`src/rtl/inst_prefetch_queue_pkg.sv`:
```
// Shared definitions for the instruction prefetch queue: XLEN, reset vector,
// FSM encodings, NOP word and queue entry layout (entry grows under FETCH_EXC_CHECK_EN).
package inst_prefetch_queue_pkg;

   localparam int XLEN = 32;
   localparam logic [XLEN-1:0] RESET_VECTOR_DEFAULT = 32'h0000_0000;
   localparam logic [XLEN-1:0] NOP = 32'h0000_0013;

   typedef enum logic [1:0] {
      FETCH   = 2'b00,
      DISCARD = 2'b01,
      HOLD    = 2'b10
   } fetch_state_e;

   typedef struct packed {
`ifdef FETCH_EXC_CHECK_EN
      logic            exc;
`endif
      logic [XLEN-1:0] pc;
      logic [XLEN-1:0] inst;
   } queue_entry_t;

endpackage

```
`src/rtl/inst_prefetch_queue_fetch_fifo.sv`:
```
// Circular buffer holding fetched entries; pointers wrap modulo DEPTH,
// flush empties the queue in one edge.
module inst_prefetch_queue_fetch_fifo #(
   parameter int DEPTH = 4,
   parameter int WIDTH = 64,
   localparam int PTR_W = $clog2(DEPTH),
   localparam int CNT_W = PTR_W + 1
) (
   input  logic             clk,
   input  logic             reset,
   input  logic             flush,
   input  logic             push,
   input  logic [WIDTH-1:0] push_data,
   input  logic             pop,
   output logic             head_valid,
   output logic [WIDTH-1:0] head_data,
   output logic [CNT_W-1:0] count
);

   logic [WIDTH-1:0] mem [DEPTH];
   logic [PTR_W-1:0] wr_ptr;
   logic [PTR_W-1:0] rd_ptr;

   // Storage needs no reset: nothing is visible until count says so.
   always_ff @(posedge clk) begin
      if (push && !flush) begin
         mem[wr_ptr] <= push_data;
      end
   end

   always_ff @(posedge clk or negedge reset) begin
      if (!reset) begin
         wr_ptr <= '0;
         rd_ptr <= '0;
         count  <= '0;
      end else if (flush) begin
         wr_ptr <= '0;
         rd_ptr <= '0;
         count  <= '0;
      end else begin
         if (push) begin
            wr_ptr <= wr_ptr + 1'b1;
         end
         if (pop) begin
            rd_ptr <= rd_ptr + 1'b1;
         end
         case ({push, pop})
            2'b10:   count <= count + 1'b1;
            2'b01:   count <= count - 1'b1;
            default: count <= count;
         endcase
      end
   end

   assign head_valid = (count != '0);
   assign head_data  = mem[rd_ptr];

endmodule

```
`src/rtl/inst_prefetch_queue.sv`:
```
// Instruction prefetch queue: request FSM (FETCH/DISCARD/HOLD) plus fetch_fifo.
// Define FETCH_EXC_CHECK_EN to add the per-entry fetch exception flag and inst_exc port.
module inst_prefetch_queue
   import inst_prefetch_queue_pkg::*;
#(
   parameter int              DEPTH        = 4,
   parameter logic [XLEN-1:0] RESET_VECTOR = RESET_VECTOR_DEFAULT
) (
   input  logic            clk,
   input  logic            reset,
   input  logic            redirect,
   input  logic [XLEN-1:0] redirect_pc,
   input  logic            stall,
   output logic            imem_req,
   output logic [XLEN-1:0] imem_addr,
   input  logic            imem_ack,
   input  logic [XLEN-1:0] imem_rdata,
   output logic            inst_valid,
   output logic [XLEN-1:0] inst,
   output logic [XLEN-1:0] inst_pc,
`ifdef FETCH_EXC_CHECK_EN
   output logic            inst_exc,
`endif
   output logic [XLEN-1:0] inst_pc4
);

   localparam int CNT_W = $clog2(DEPTH) + 1;
   localparam logic [CNT_W-1:0] DEPTH_CNT = CNT_W'(DEPTH);

   fetch_state_e    state_q, state_next;
   logic            req_q, req_next;
   logic [XLEN-1:0] req_addr_q, addr_next;
   logic [XLEN-1:0] fetch_pc_q, pc_next;
   logic [CNT_W-1:0] count, count_next;
   logic            ack_done, push, pop, pending_after, head_valid;
   logic            unused_pc_bit0;
   queue_entry_t    push_entry, head_entry;

   assign unused_pc_bit0 = redirect_pc[0];

   assign ack_done      = req_q & imem_ack;
   assign pending_after = req_q & ~imem_ack;
   assign push          = ack_done & (state_q != DISCARD) & ~redirect;
   assign pop           = head_valid & ~stall & ~redirect;

   always_comb begin
      push_entry      = '0;
      push_entry.inst = imem_rdata;
      push_entry.pc   = req_addr_q;
`ifdef FETCH_EXC_CHECK_EN
      push_entry.exc  = (imem_rdata[1:0] != 2'b11) | fetch_pc_q[1];
`endif
   end

   inst_prefetch_queue_fetch_fifo #(
      .DEPTH (DEPTH),
      .WIDTH ($bits(queue_entry_t))
   ) fetch_fifo (
      .clk        (clk),
      .reset      (reset),
      .flush      (redirect),
      .push       (push),
      .push_data  (push_entry),
      .pop        (pop),
      .head_valid (head_valid),
      .head_data  (head_entry),
      .count      (count)
   );

   always_comb begin
      count_next = count;
      if (redirect) begin
         count_next = '0;
      end else if (push && !pop) begin
         count_next = count + 1'b1;
      end else if (!push && pop) begin
         count_next = count - 1'b1;
      end
   end

   // An outstanding request keeps req/addr frozen; otherwise a new one is
   // issued whenever the queue will still have a free slot after this edge.
   always_comb begin
      state_next = state_q;
      req_next   = 1'b0;
      addr_next  = req_addr_q;
      pc_next    = fetch_pc_q;

      if (redirect) begin
         pc_next = {redirect_pc[XLEN-1:1], 1'b0};
      end else if (ack_done && state_q != DISCARD) begin
         pc_next = fetch_pc_q + 32'd4;
      end

      if (pending_after) begin
         req_next   = 1'b1;
         state_next = (redirect || state_q == DISCARD) ? DISCARD : FETCH;
      end else if (count_next < DEPTH_CNT) begin
         req_next   = 1'b1;
         addr_next  = pc_next;
         state_next = FETCH;
      end else begin
         state_next = HOLD;
      end
   end

   always_ff @(posedge clk or negedge reset) begin
      if (!reset) begin
         state_q    <= FETCH;
         req_q      <= 1'b0;
         req_addr_q <= '0;
         fetch_pc_q <= RESET_VECTOR;
      end else begin
         state_q    <= state_next;
         req_q      <= req_next;
         req_addr_q <= addr_next;
         fetch_pc_q <= pc_next;
      end
   end

   // Head fields are forced to zero when empty so outputs are clean in reset.
   assign imem_req   = req_q;
   assign imem_addr  = req_addr_q;
   assign inst_valid = head_valid;
   assign inst       = head_valid ? head_entry.inst : '0;
   assign inst_pc    = head_valid ? head_entry.pc : '0;
   assign inst_pc4   = head_valid ? (head_entry.pc + 32'd4) : '0;
`ifdef FETCH_EXC_CHECK_EN
   assign inst_exc   = head_valid & head_entry.exc;
`endif

endmodule
```
`config.mk`:
```
export PLATFORM = sky130hd
export DESIGN_NAME = inst_prefetch_queue
export DESIGN_NICKNAME = d
export VERILOG_FILES = /design/src/rtl/inst_prefetch_queue_pkg.sv /design/src/rtl/inst_prefetch_queue_fetch_fifo.sv /design/src/rtl/inst_prefetch_queue.sv
export SDC_FILE = /design/constraint.sdc
export NUM_CORES = 1
export LEC_CHECK = 0
export BUFFER_PORTS_ARGS = -buffer_cell sky130_fd_sc_hd__buf_2
export CORE_UTILIZATION = 30
export CTS_CLUSTER_DIAMETER = 150
export DETAILED_ROUTE_END_ITERATION = 8
export GPL_TIMING_DRIVEN = 0
export SLEW_MARGIN = 20
export SYNTH_ARGS = -nofsm -noshare
export SYNTH_HDL_FRONTEND = slang
export SYNTH_SLANG_ARGS = --single-unit
```
`constraint.sdc`:
```
create_clock -name clk -period 3.4 [get_ports clk]
set_input_delay 0.17 -clock clk [delete_from_list [all_inputs] [get_ports clk]]
set_output_delay 0.17 -clock clk [all_outputs]
set_load 0.05 [all_outputs]
```
Word level (Yosys, flattened, before mapping)
Memory sizes are Yosys's and may differ from the RTL's. Cells that the tools add are included.

Bits in registers: 74. RAM bits: 256. Output and inout port bits: 130. Memories kept: 1.

Memory list: fetch_fifo.mem (words 4, bits a word 64, read ports 1, clocked after Yosys merged registers in 0, write ports 1, RTL line inst_prefetch_queue_fetch_fifo.sv:20) `logic [WIDTH-1:0] mem [DEPTH];`.

$add $sub $neg: 6. $lt $le $gt $ge: 1. Equality and inequality tests: 4. Mux-type cells: 21. Bitwise gates (word level): 10. Reductions and logical operators: 13.

Operator list (number): $mux W32 (5); $add A32 B3 Y32 const B (2); $mux W2 (6); $mux W3 (4); $and A1 B1 Y1 (6); $pmux W3 S2 (1); $reduce_bool A3 Y1 (2); $mux W1 (5); $add A2 B1 Y2 const B (2); $eq A2 B1 Y1 const B (2); $logic_and A1 B1 Y1 (4); $not A1 Y1 (4); $reduce_bool A2 Y1 (2); $add A3 B1 Y3 const B (1); $logic_not A1 Y1 (3); $lt A3 B3 Y1 const B (1); $sub A3 B1 Y3 const B (1); $eq A2 B2 Y1 const B (1); $ne A2 B1 Y1 const B (1); $reduce_and A2 Y1 (1); $logic_or A1 B1 Y1 (1).

Longest topological paths before layout
Depth after elaboration: 11. Gate-level depth with buffers: 12. Mapped depth without buffers: 9.

Modules after synthesis
Synthesis repeated with hierarchy kept, for this count alone.

Cell total of the unflattened synthesis: 899. Area total of the unflattened synthesis: 14287.5 um^2.

By module, submodules not included: inst_prefetch_queue_fetch_fifo (instances 1, cells each 376, area each 9663.0 um^2); inst_prefetch_queue (instances 1, cells each 523, area each 4624.4 um^2).

Least setup slack after synthesis
OpenSTA, ideal clock, no wires.

Path kind: register to register. Start point: reg req_q (netlist: imem_req). End point: mem fetch_fifo.mem[0][0] (enable). Arrival time: 2615 ps. Data required time: 2971 ps. Path slack: 356 ps. Stages on the path, launching flop included: 5. Path buffers: 0. Period minus slack after synthesis: 3044 ps. Cells stage by stage: dfrtp_1 and2_1 nand2_1 nor2_1 and2_1.

Longest elaborated chain between the ends: 6.

RTL lines: start: declaration (RTL line inst_prefetch_queue.sv:31) `logic req_q, req_next;`; start signal: assignment (RTL line inst_prefetch_queue.sv:115) `req_q <= req_next;`; $and A1 B1 Y1 (RTL line inst_prefetch_queue.sv:41) `assign ack_done = req_q & imem_ack;`; $and A1 B1 Y1 (2 in series) (RTL line inst_prefetch_queue.sv:43) `assign push = ack_done & (state_q != DISCARD) & ~redirect;`; $logic_and A1 B1 Y1 (RTL line inst_prefetch_queue_fetch_fifo.sv:26) `if (push && !flush) begin`; $mux W1 (RTL line inst_prefetch_queue_fetch_fifo.sv:26); $mux W1 (not written as such) (RTL line inst_prefetch_queue_fetch_fifo.sv:27) `mem[wr_ptr] <= push_data;`; end: declaration (RTL line inst_prefetch_queue_fetch_fifo.sv:20).

No other way between the ends.

Worst setup path after layout
Start point: reg fetch_fifo.rd_ptr[0]. End point: out inst_pc4[30].

Longest elaborated chain between the ends: 3.

RTL lines: start: declaration (RTL line inst_prefetch_queue_fetch_fifo.sv:22) `logic [PTR_W-1:0] rd_ptr;`; start signal: assignment (RTL line inst_prefetch_queue_fetch_fifo.sv:45) `rd_ptr <= rd_ptr + 1'b1;`; $mem_v2 Z4 W64; $add A32 B3 Y32 (RTL line inst_prefetch_queue.sv:127) `assign inst_pc4 = head_valid ? (head_entry.pc + 32'd4) : '0;`; $mux W32 (RTL line inst_prefetch_queue.sv:127); end: declaration (RTL line inst_prefetch_queue.sv:24) `output logic [XLEN-1:0] inst_pc4`.

No other way between the ends.

==> impl_metrics.toml <==
[clock_network]
clock_sink_count = 330
max-clock-path-buffers = 3
number_of_cts_inserted_buffers = 37
clock_latency_ns = 0.54
clock_tree_from_tritoncts = "built"
h-tree-depth = 2
clockRootBuffer = "clkbuf_16"
cts.clk_slew.worst_paths_ns = 0.06

[detailed_routing]
viasPerCell = 4.75
number_of_drc_markers_after_the_initial_detailed_route_iteration = 613
dr_total_vias = 8587
drtAntennaViolNets = 0
detail_route.first_pass.iterations = 4
wl_per_cell_um = 19.8
drt-total-wl_um = 35800
post-route-drc-count = 0

[floorplanning]
core_um2 = 45800
initial_standard_cell_utilization_of_the_core = 0.307
cell_rows = 78
dieWidth_um = 218
count_of_boundary_i_o_pins = 199
die_area_um2 = 47700
die_height_um = 218

[place]
preCtsSetupSlack_ns = -0.159
dpl_cell_area_um2 = 15900
place_hpwl_um = 25000
portBuffers = 197
final_weighted_congestion_in_routability_driven_placement = 0.771
placedCellCount = 1671

[sta]
setup-violations-final = 0
rsz0062_at_grt = "no"
post-route-worst-setup-slack_ns = 0.123
report.final.slew_viol_count = 0
timing.final.hold_violations = 0
timing_worst_slew_pin_value_ns = 1.00
maximum_clock_frequency_ghz = 0.305
setup_total_negative_slack_ns = 0
worst_slew_margin_rel = 0.326
min_period_ns = 3.28
final.period_utilization = 0.964
skew_ns = 0.0268

[yosys]
synthesis.nets = 947
synthDominantAreaCellType = "edfxtp_1"
synth_area_um2 = 14000
synth_seq_cells = 330
synthesis.instances = 869
synth.distinct_cells = 52
postSynth.topFlopCell = "edfxtp_1"
synth_async_sr_flop_share = 0.224
synth_edf_count = 256
synth_area_per_cell_um2 = 16.2
seq_area_frac_synth = 0.680
post-synth-top-area-fraction = 0.548
synth.top_cells.by_area = "edfxtp_1 55%, dfrtp_1 13%, mux4_2 9.9%"
yosys_warnings = 0

[global_routing]
grt_antenna_before_repair = 0
first_pass_grt_wire_length_um = 53200
groute.usage.overall = 0.150
globalRoute.totalOverflow = 0
largest_net_degree_at_the_start_of_global_routing = 53
first_global_vias = 8830

[finish]
layout-drive-gt1-share = 0.341
mostFrequentLayoutCell = "edfxtp_1"
layout_common_cells = "256 x edfxtp_1, 194 x buf_2, 73 x dfrtp_1, 67 x and2_1, 65 x dlygate4sd3_1"
layout-area-overhead-vs-synth_pct = 28.3
nets = 1262
postLayoutCellArea_um2 = 18000
finish.cell_count_without_fillers = 1809
antenna_cells = 0

[worst_setup_path]
crit_arrival_ns = 3.11
ff2ff_setup_slack_ns = 0.32
regToRegEndpoint = "imem_addr[15]"
r2r-start = "fetch_fifo.count[1]"
crit_path_end_kind = "output port"
start_kind = "register"
crit_type = "reg -> out"
timing.critical_path.required_ns = 3.23
worst-r2r-cell-count = 10
timing.critical_path.fanout_max = 10

[power]
power.static_leakage_nw = 6.60
report.power.total_mw = 16.1
power-per-cell-area_nw_per_um2 = 896
vdd.ir_drop.worst_mv = 0.674

[job]
cap_violations = 0

[outcome]
run_status = "complete, no violations"

[worst_hold_path]
min_path_type = "in -> async"
## flip-flops by register name (all words and copies together) (netlist names)
name	flops
fetch_fifo.count	3
imem_addr	32
fetch_fifo.wr_ptr	2
fetch_fifo.rd_ptr	2
imem_req	1
fetch_pc_q	32
fetch_fifo.mem	256
state_q	2
## cell usage after synthesis (3+ instances only)
cell / number
nand2_1: 51
and4_1: 7
buf_4: 3
o21ai_0: 26
nand3_1: 24
nor4_1: 7
and2_1: 72
clkbuf_1: 24
mux2_1: 4
a21oi_1: 8
xor2_1: 25
xnor2_1: 29
nor3_1: 12
buf_2: 12
or3_1: 5
nand4_1: 12
nor2_1: 42
buf_6: 3
mux2_2: 31
ha_1: 9
dfrtp_1: 74
o21ai_1: 6
nor4_2: 3
and3_1: 8
nor3_2: 3
mux4_2: 62
nor2b_1: 4
edfxtp_1: 256
inv_1: 15
nand2b_1: 3
## how the worst max path moves through the flow
stage,startpoint,to,slack [ns],cells past startpoint
finish,fetch_fifo.rd_ptr[0],inst_pc4[30],0.12,9
global route,fetch_fifo.rd_ptr[0],inst_pc4[22],0.007,11
CTS,fetch_fifo.rd_ptr[0],inst_pc4[19],0.00002,11
detailed placement,fetch_fifo.count[1],imem_addr[17],-0.16,11
global placement,redirect,fetch_fifo.mem[0][10],-1.43,6
floorplan,imem_req,fetch_fifo.mem[0][0],0.36,4
## what timing repair did
| item | CTS | global route |
|---|---|---|
| hold buffers | 65 | 0 |
| endpoints found under the setup margin | 84 | 38 |
| hold endpoints to repair | 250 | 0 |
| setup buffers | 4 | 8 |
| pin swaps | 1 | 4 |
| cloned | 0 | 0 |
| gates resized for setup | 24 | 15 |
## logic make-up after synthesis
| family | share of synthesized area |
|---|---|
| buffers and inverters | 0.0220 |
| DFF | 0.680 |
| and+or+nand+nor | 0.104 |
| AOI/OAI and AO/OA | 0.0209 |
| muxes | 0.132 |
| adders and majority gates | 0.00802 |
| xor gates and xnor gates | 0.0337 |
## report_power, final
part	internal (mW)	switching, mW
Combinational	1.93	4.78
Sequential	4.89	0.404
Clock	2.49	1.64
Total	9.31	6.83
## worst max-delay path: stages (launching register included)
cell and delay [ns]:
dfrtp_2 0.44, buf_12 0.17, buf_12 0.15, mux4_2 0.39
and4_1 0.21, nand4_1 0.19, or2_1 0.31, nor2_1 0.13
mux2_2 0.38, buf_4 0.20
## final cells by class
class                   count  area [um^2]
fillers                  4236        27800
plain buffers              43          264
clock buffers              44          993
repair buffers            279         1900
flip-flops and latches    330         9540
well taps                 600          751
clock inverters            20          268
inverters                  16         60.1
multi-input cells         477         4240
## metal layers
layer  share of wire  track usage  up-vias
met3           0.051       0.0285       45
met2            0.47        0.242      229
met5               0            0        -
li1                -            -     3930
met4           0.017       0.0403        0
met1            0.46        0.207     4383
## stage by stage
step / hold slack, ns / utilization
after detailed placement: 0.0987 / 0.348
after global routing: 0.0667 / 0.394
final: 0.0690 / 0.394
after global placement: 0.382 / 0.345
after floorplan: -0.126 / -
after CTS: 0.0356 / 0.391
Note: power is estimated with default switching activity, not from simulation.
